<file path="src/rtl/cpu_axi_bridge.sv">
// Bridges the CPU instruction and data request/response ports onto a single AXI4 master.
// At most one read may be outstanding per source, and one write may be outstanding.
module cpu_axi_bridge #(
    parameter logic [3:0] DATA_ID = 4'd1,
    parameter logic [3:0] INST_ID = 4'd0
) (
    input  logic        clk,
    input  logic        reset,
    input  logic        inst_req,
    input  logic [31:0] inst_addr,
    output logic        inst_addr_ok,
    output logic        inst_data_ok,
    output logic [31:0] inst_rdata,
    input  logic        data_req,
    input  logic        data_wr,
    input  logic [1:0]  data_size,
    input  logic [3:0]  data_wstrb,
    input  logic [31:0] data_addr,
    input  logic [31:0] data_wdata,
    output logic        data_addr_ok,
    output logic        data_data_ok,
    output logic [31:0] data_rdata,
    output logic [3:0]  arid,
    output logic [31:0] araddr,
    output logic [7:0]  arlen,
    output logic [2:0]  arsize,
    output logic [1:0]  arburst,
    output logic        arlock,
    output logic [3:0]  arcache,
    output logic [2:0]  arprot,
    output logic        arvalid,
    input  logic        arready,
    input  logic [3:0]  rid,
    input  logic [31:0] rdata,
    input  logic        rvalid,
    output logic        rready,
    output logic [3:0]  awid,
    output logic [31:0] awaddr,
    output logic [7:0]  awlen,
    output logic [2:0]  awsize,
    output logic [1:0]  awburst,
    output logic        awlock,
    output logic [3:0]  awcache,
    output logic [2:0]  awprot,
    output logic        awvalid,
    input  logic        awready,
    output logic [3:0]  wid,
    output logic [31:0] wdata,
    output logic [3:0]  wstrb,
    output logic        wlast,
    output logic        wvalid,
    input  logic        wready,
    input  logic        bvalid,
    output logic        bready
);

    typedef enum logic {AR_IDLE = 1'b0, AR_SEND = 1'b1} ar_state_t;
    typedef enum logic [1:0] {W_IDLE = 2'd0, W_SEND = 2'd1, W_RESP = 2'd2} w_state_t;

    ar_state_t   ar_state_r, ar_state_s;
    w_state_t    w_state_r, w_state_s;
    logic        inst_rd_pend_r, data_rd_pend_r;
    logic [3:0]  arid_r;
    logic [31:0] araddr_r;
    logic [2:0]  arsize_r;
    logic [31:0] awaddr_r, wdata_r;
    logic [2:0]  awsize_r;
    logic [3:0]  wstrb_r;
    logic        awvalid_r, wvalid_r;
    logic        data_rd_acc_s, inst_rd_acc_s, data_wr_acc_s;
    logic        r_inst_s, r_data_s, b_done_s;

    // Request acceptance and response decode; data reads win over instruction reads.
    always_comb begin
        data_rd_acc_s = ~reset & data_req & ~data_wr & (ar_state_r == AR_IDLE)
                        & ~data_rd_pend_r & (w_state_r == W_IDLE);
        inst_rd_acc_s = ~reset & inst_req & (ar_state_r == AR_IDLE)
                        & ~inst_rd_pend_r & ~data_rd_acc_s;
        data_wr_acc_s = ~reset & data_req & data_wr & (w_state_r == W_IDLE) & ~data_rd_pend_r
                        & ~((ar_state_r == AR_SEND) & (arid_r == DATA_ID));
        r_inst_s      = ~reset & rvalid & (rid == INST_ID);
        r_data_s      = ~reset & rvalid & (rid == DATA_ID);
        b_done_s      = ~reset & (w_state_r == W_RESP) & bvalid;
    end

    // AR next-state logic.
    always_comb begin
        ar_state_s = ar_state_r;
        case (ar_state_r)
            AR_IDLE: begin
                if (data_rd_acc_s || inst_rd_acc_s) ar_state_s = AR_SEND;
                else                                ar_state_s = AR_IDLE;
            end
            AR_SEND: begin
                if (arready) ar_state_s = AR_IDLE;
                else         ar_state_s = AR_SEND;
            end
            default: ar_state_s = AR_IDLE;
        endcase
    end

    // W next-state logic; address and data handshakes may finish in any order.
    always_comb begin
        w_state_s = w_state_r;
        case (w_state_r)
            W_IDLE: begin
                if (data_wr_acc_s) w_state_s = W_SEND;
                else               w_state_s = W_IDLE;
            end
            W_SEND: begin
                if ((~awvalid_r | awready) & (~wvalid_r | wready)) w_state_s = W_RESP;
                else                                               w_state_s = W_SEND;
            end
            W_RESP: begin
                if (bvalid) w_state_s = W_IDLE;
                else        w_state_s = W_RESP;
            end
            default: w_state_s = W_IDLE;
        endcase
    end

    // State registers.
    always_ff @(posedge clk) begin
        if (reset) begin
            ar_state_r <= AR_IDLE;
            w_state_r  <= W_IDLE;
        end else begin
            ar_state_r <= ar_state_s;
            w_state_r  <= w_state_s;
        end
    end

    // Read pending flags; acceptance needs a clear flag, so set and clear never collide.
    always_ff @(posedge clk) begin
        if (reset) begin
            inst_rd_pend_r <= 1'b0;
            data_rd_pend_r <= 1'b0;
        end else begin
            if (inst_rd_acc_s)   inst_rd_pend_r <= 1'b1;
            else if (r_inst_s)   inst_rd_pend_r <= 1'b0;
            if (data_rd_acc_s)   data_rd_pend_r <= 1'b1;
            else if (r_data_s)   data_rd_pend_r <= 1'b0;
        end
    end

    // AR payload, held stable while AR_SEND waits for arready.
    always_ff @(posedge clk) begin
        if (reset) begin
            arid_r   <= 4'd0;
            araddr_r <= 32'd0;
            arsize_r <= 3'd0;
        end else if (data_rd_acc_s) begin
            arid_r   <= DATA_ID;
            araddr_r <= data_addr;
            arsize_r <= {1'b0, data_size};
        end else if (inst_rd_acc_s) begin
            arid_r   <= INST_ID;
            araddr_r <= inst_addr;
            arsize_r <= 3'd2;
        end
    end

    // AW/W payload and independent valid flags.
    always_ff @(posedge clk) begin
        if (reset) begin
            awaddr_r  <= 32'd0;
            awsize_r  <= 3'd0;
            wstrb_r   <= 4'd0;
            wdata_r   <= 32'd0;
            awvalid_r <= 1'b0;
            wvalid_r  <= 1'b0;
        end else if (data_wr_acc_s) begin
            awaddr_r  <= data_addr;
            awsize_r  <= {1'b0, data_size};
            wstrb_r   <= data_wstrb;
            wdata_r   <= data_wdata;
            awvalid_r <= 1'b1;
            wvalid_r  <= 1'b1;
        end else begin
            awvalid_r <= awvalid_r & ~awready;
            wvalid_r  <= wvalid_r & ~wready;
        end
    end

    assign inst_addr_ok = inst_rd_acc_s;
    assign data_addr_ok = data_rd_acc_s | data_wr_acc_s;
    assign inst_data_ok = r_inst_s;
    assign inst_rdata   = rdata;
    assign data_data_ok = r_data_s | b_done_s;
    assign data_rdata   = rdata;

    assign arid    = arid_r;
    assign araddr  = araddr_r;
    assign arlen   = 8'd0;
    assign arsize  = arsize_r;
    assign arburst = 2'b01;
    assign arlock  = 1'b0;
    assign arcache = 4'd0;
    assign arprot  = 3'd0;
    assign arvalid = (ar_state_r == AR_SEND);
    assign rready  = 1'b1;

    assign awid    = DATA_ID;
    assign awaddr  = awaddr_r;
    assign awlen   = 8'd0;
    assign awsize  = awsize_r;
    assign awburst = 2'b01;
    assign awlock  = 1'b0;
    assign awcache = 4'd0;
    assign awprot  = 3'd0;
    assign awvalid = awvalid_r;
    assign wid     = DATA_ID;
    assign wdata   = wdata_r;
    assign wstrb   = wstrb_r;
    assign wlast   = 1'b1;
    assign wvalid  = wvalid_r;
    assign bready  = (w_state_r == W_RESP);

endmodule

</file>
<file path="config.mk">
export PLATFORM = sky130hd
export DESIGN_NAME = cpu_axi_bridge
export DESIGN_NICKNAME = d
export VERILOG_FILES = /design/src/rtl/cpu_axi_bridge.sv
export SDC_FILE = /design/constraint.sdc
export NUM_CORES = 1
export LEC_CHECK = 0
export ABC_AREA = 1
export CAP_MARGIN = 20
export CORE_AREA = 2 2 146 148
export CTS_CLUSTER_SIZE = 28
export DETAILED_ROUTE_END_ITERATION = 10
export DIE_AREA = 0 0 148 150
export SYNTH_ARGS = -nofsm -noshare
export SYNTH_HDL_FRONTEND = slang
export SYNTH_SLANG_ARGS = --single-unit
</file>
<file path="constraint.sdc">
create_clock -name clk -period 1.4 [get_ports clk]
set_input_delay 0.14 -clock clk [delete_from_list [all_inputs] [get_ports clk]]
set_output_delay 0.14 -clock clk [all_outputs]
set_load 0.01 [all_outputs]
</file>
==> flow_summary.toml, run 1 <==
[detailed_routing]
first_pass_iters = 4
drtAntennaViolNets = 0
drt-total-wl_um = 19700
drcViolationCount = 0
drtIter0Drc = 177
wire_per_inst_um = 16.3
vias_per_cell = 4.32
vias = 5227

[worst_setup_path]
crit_path_start_kind = "flip-flop"
path_max_fanout = 3
ff2ff_path_depth = 10
path_class = "reg -> out"
rrSetupSlack_ns = 0.02
cp-end-kind = "output pin"
crit_required_ns = 1.26
crit_arrival_ns = 1.26

[cells_and_area]
fin_area_mm2 = 0.00855
layout_common_cells = "nor2_1, clkdlybuf4s50_1, nand3_1"
mostFrequentLayoutCell = "nor2_1"
fin_util = 0.413
drive_gt1_frac = 0.140
area_growth_pct = 56.9
num-nets-final = 1077
diodes = 0
final_cells = 1209

[clock_tree]
cts_tree = "yes"
cts_root_buf = "clkbuf_16"
numCtsBuffers = 9
cts_sinks = 112
htreeDepth = 3
cts_buffer_depth = 2
postCtsHoldBufs = 0
clk_pin_slew_ns = 0.08
clk_latency_ns = 0.36

[global_routing]
antenna_found_initial = 0
grt_pass1_wl_um = 27200
grt_pass1_vias = 4839
globalRouteTotalUtil = 0.159
grt_max_degree = 45
gr-total-overflow = 0

[synthesis]
yosysSeqAreaShare = 0.411
syn_area_mm2 = 0.00545
synth_top_area_frac = 0.411
ys_top_cells_by_area = "dfxtp_1, buf_4, nand3_1, nor2_1, o21ai_1"
synth_area_per_cell_um2 = 7.36
synth_largest_area_cell = "dfxtp_1"
synth_cells = 740
ys_types = 22
synth_warnings = 0
ys_ff_latch = 112

[die]
num_rows = 53
die_h_um = 150
start_util = 0.263
die_w_um = 148
coreArea_mm2 = 0.0207
fp.dieArea_mm2 = 0.0222
io-pin-count = 376

[placed_design]
dp_hpwl_um = 12900
port_buffers = 228
place_area_mm2 = 0.00754
dp_cells = 1175
gp_congestion = 0.753
post-place-ws_ns = -0.487

[timing]
setup_viol = 0
finalHoldViolCount = 0
skew_ns = 0.00684
hold_ws_ns = 0.280
worst_slack_ns = 0.00311
period_share = 0.998
rsz0062_at_grt = "yes"
fmax_mhz = 716
maxSlewViolCount = 0
period_minus_slack_ns = 1.40

[power]
power_leakage_nw = 4.49
ir_worst_vdd_mv = 0.655
p_per_area_mw_per_mm2 = 958

[outcome]
outcome = "finished clean"

[hold_path]
min_path_cells = 0
hold_path_class = "in -> out"

[run]
drv_cap = 0
[cells in the mapped netlist, drive strengths merged]
cell type  count
buf          152
clkbuf         9
nand3        135
a21oi          8
inv           47
o22ai          1
dfxtp        112
nand2         51
o21ai         72
conb           2
nor3           1
nor2         150
[state kept, by name, indices dropped and copies added (netlist names)]
signal          count
awvalid             1
awsize              2
wdata              32
w_state_r           2
arvalid             1
wstrb               4
wvalid              1
inst_rd_pend_r      1
araddr             32
data_rd_pend_r      1
awaddr             32
arid                1
arsize              2
[power by group]
| part | total, W | switching, W | internal [W] | leakage [nW] |
|---|---|---|---|---|
| Clock | 0.00285 | 0.00140 | 0.00145 | 0.158 |
| Sequential | 0.00347 | 0.0000943 | 0.00337 | 0.917 |
| Combinational | 0.00187 | 0.000904 | 0.000966 | 3.42 |
| Total | 0.00819 | 0.00240 | 0.00579 | 4.49 |
[cell type report]
type	count	area [um2]
fill	2118	12100
timing repair buffer	289	3170
sequential	112	2250
multi-input combinational	469	2230
tap	275	344
clock buffer	9	225
inverter	47	213
clock inverter	7	100
timing repair inverter	1	20.0
[critical path, stage by stage (launching register included)]
cell and delay [ns]:
dfxtp_2 0.32, inv_2 0.07, nand2_4 0.06, nor2_8 0.12
nand2_4 0.10, nand2_4 0.07, inv_2 0.03, buf_6 0.11
[per-stage QoR]
| step | total power (W) | setup TNS (ns) |
|---|---|---|
| global route | 0.00859 | -1.74 |
| finish | 0.00819 | 0 |
| detailed placement | 0.00525 | -44.92 |
| floorplan | 0.00456 | 0 |
| global placement | 0.00524 | -45.63 |
| CTS | 0.00814 | -1.21 |
[path summary, 6_finish.rpt]
path / startpoint / endpoint
setup reg to reg: w_state_r[1]$_SDFF_PP0_ / araddr[6]$_SDFFE_PP0P_
setup / recovery: w_state_r[1]$_SDFF_PP0_ / inst_addr_ok
hold reg to reg: inst_rd_pend_r$_SDFFE_PP0P_ / inst_rd_pend_r$_SDFFE_PP0P_
hold / removal: rdata[23] / data_rdata[23]
[metal layers]
layer / up-vias / GRT usage / share of wire
met1: 2404 / 0.192 / 0.41
met5: - / 0 / 0
met2: 198 / 0.268 / 0.48
met3: 39 / 0.0445 / 0.079
met4: 0 / 0.0605 / 0.025
li1: 2586 / - / -
[kinds of logic (layout without fill, tap and decap cells)]
kind of cell	count (synthesis)	count (layout)	share of synthesized area
buffers and inverters	208	353	0.242
AND/OR/NAND/NOR	337	337	0.270
AO/OA/AOI/OAI	81	81	0.0746
other	2	51	0.00138
flip-flops	112	112	0.411
[timing repair]
item,4_1_cts,5_1_grt
pin swaps,5,11
resized for setup,111,105
gates cloned,4,13
setup endpoints to repair,176,130
buffers inserted,3,0
No activity file was read; power rests on OpenSTA's default activity.
==> run 2, diff against run 1 <==
RECOVER_POWER = 50   (was default)
==> run 2 against run 1 <==
Compared with the run above:
- critical path depth did not move
- highest routed layer unchanged
- cell area fell by 0.91%
- critical path type unchanged
- wire length fell by 0.22%
- via count rose by 0.96%
- die area did not move
==> flow_summary.toml, run 2 (synthesis gave the netlist of run 1 again) <==
[timing]
worst_slack_ns = 0.00568
finalSetupTns_ns = 0
setup_viol = 0
fmax_mhz = 717
period_minus_slack_ns = 1.39
skew_ns = 0.00663
finalHoldViolCount = 0
period_share = 0.996
maxSlewViolCount = 0
rsz0062_at_grt = "yes"

[placed_design]
dp_cells = 1175
dp_hpwl_um = 12900
port_buffers = 228
post-place-ws_ns = -0.487
gp_congestion = 0.753

[hold_path]
hold_path_class = "in -> out"
min_path_cells = 0
min_from = "rdata[23]"
hold_end = "data_rdata[23]"

[global_routing]
antenna_found_initial = 0
grt_pass1_vias = 4839
grt_pass1_wl_um = 27200
gr-total-overflow = 0
grt_max_degree = 45
globalRouteTotalUtil = 0.159

[detailed_routing]
drtIter0Drc = 184
drt-total-wl_um = 19700
vias_per_cell = 4.36
wire_per_inst_um = 16.3
drtAntennaViolNets = 0
drcViolationCount = 0
first_pass_iters = 5
vias = 5277

[cells_and_area]
diodes = 0
area_growth_pct = 55.5
num-nets-final = 1077
seqCellArea_mm2 = 0.00225
multiInputGateArea_mm2 = 0.00223
fillerInstances = 2142
drive_gt1_frac = 0.140
final_cells = 1209
fin_util = 0.409
layout_common_cells = "nor2_1, clkdlybuf4s50_1, nand3_1"
mostFrequentLayoutCell = "nor2_1"

[die]
die_h_um = 150
coreArea_mm2 = 0.0207
io-pin-count = 376
num_rows = 53
start_util = 0.263
fp.dieArea_mm2 = 0.0222
die_w_um = 148

[clock_tree]
cts_root_buf = "clkbuf_16"
cts_tree = "yes"
cts_sinks = 112
numCtsBuffers = 9
htreeDepth = 3
clk_latency_ns = 0.35
cts_buffer_depth = 2
clk_pin_slew_ns = 0.08

[worst_setup_path]
timing.rr.end = "araddr[6]$_SDFFE_PP0P_"
crit_required_ns = 1.26
cp-end-kind = "output pin"
crit_path_start_kind = "flip-flop"
ff2ff_path_depth = 10
reg2reg_from = "w_state_r[1]$_SDFF_PP0_"
path_class = "reg -> out"
path_max_fanout = 3
rrSetupSlack_ns = 0.02
crit_arrival_ns = 1.25

[power]
power_leakage_nw = 3.94
ir_worst_vdd_mv = 0.658
power.total_w = 0.00819
p_per_area_mw_per_mm2 = 966

[run]
drv_cap = 0

[outcome]
outcome = "finished clean"
## run 2: cell types whose count changed in the layout (fill, tap and decap cells not counted)
cell             change
clkdlybuf4s25_1     +31
dlymetal6s2s_1      -31
## run 2: cell type report
class | instances | area share
timing repair buffer | 289 | 0.365
sequential | 112 | 0.265
multi-input combinational | 469 | 0.264
tap | 275 | 0.0406
clock buffer | 9 | 0.0266
inverter | 47 | 0.0251
clock inverter | 7 | 0.0118
timing repair inverter | 1 | 0.00236
## run 2: report_power, final
| group | internal (W) | switching [W] | total [W] |
|---|---|---|---|
| registers | 0.00337 | 0.0000966 | 0.00347 |
| logic | 0.000962 | 0.000903 | 0.00187 |
| clock network | 0.00145 | 0.00140 | 0.00285 |
| total | 0.00579 | 0.00240 | 0.00819 |
## run 2: worst max path at each step
stage	startpoint	end	slack [ns]	cells after the start
2_1_floorplan	data_rd_pend_r$_SDFFE_PP0P_	araddr[10]$_SDFFE_PP0P_	0.12	9
3_3_place_gp	reset	data_data_ok	-0.52	6
3_5_place_dp	reset	data_data_ok	-0.49	6
4_1_cts	w_state_r[0]$_SDFF_PP0_	data_addr_ok	-0.16	6
5_1_grt	data_rd_pend_r$_SDFFE_PP0P_	data_addr_ok	-0.08	6
6_report	w_state_r[1]$_SDFF_PP0_	inst_addr_ok	0.006	7
## run 2: per-stage QoR
step                area [um2]  hold slack [ns]
finish                    8470            0.280
global route              8470            0.280
CTS                       7970            0.280
detailed placement        7540            0.280
global placement          7540            0.280
floorplan                 5630            0.254
## run 2: critical path: stages (launching register included)
cell	delay [ns]
dfxtp_2	0.32
inv_2	0.07
nand2_4	0.06
nor2_8	0.12
nand2_4	0.10
nand2_4	0.07
inv_2	0.03
buf_6	0.11
## run 2: per-layer routing
metal | vias up | global-route usage | part of all wire
met2 | 208 | 0.268 | 0.48
met4 | 0 | 0.0605 | 0.026
li1 | 2590 | - | -
met5 | - | 0 | 0
met1 | 2434 | 0.192 | 0.42
met3 | 45 | 0.0445 | 0.077
## run 2: timing repair
| item | 4_1_cts | 5_1_grt |
|---|---|---|
| gates cloned | 4 | 13 |
| endpoints found under the setup margin | 176 | 130 |
| pin swaps | 5 | 11 |
| buffers inserted | 3 | 0 |
| hold buffers | 0 | 0 |
| resized for setup | 111 | 105 |
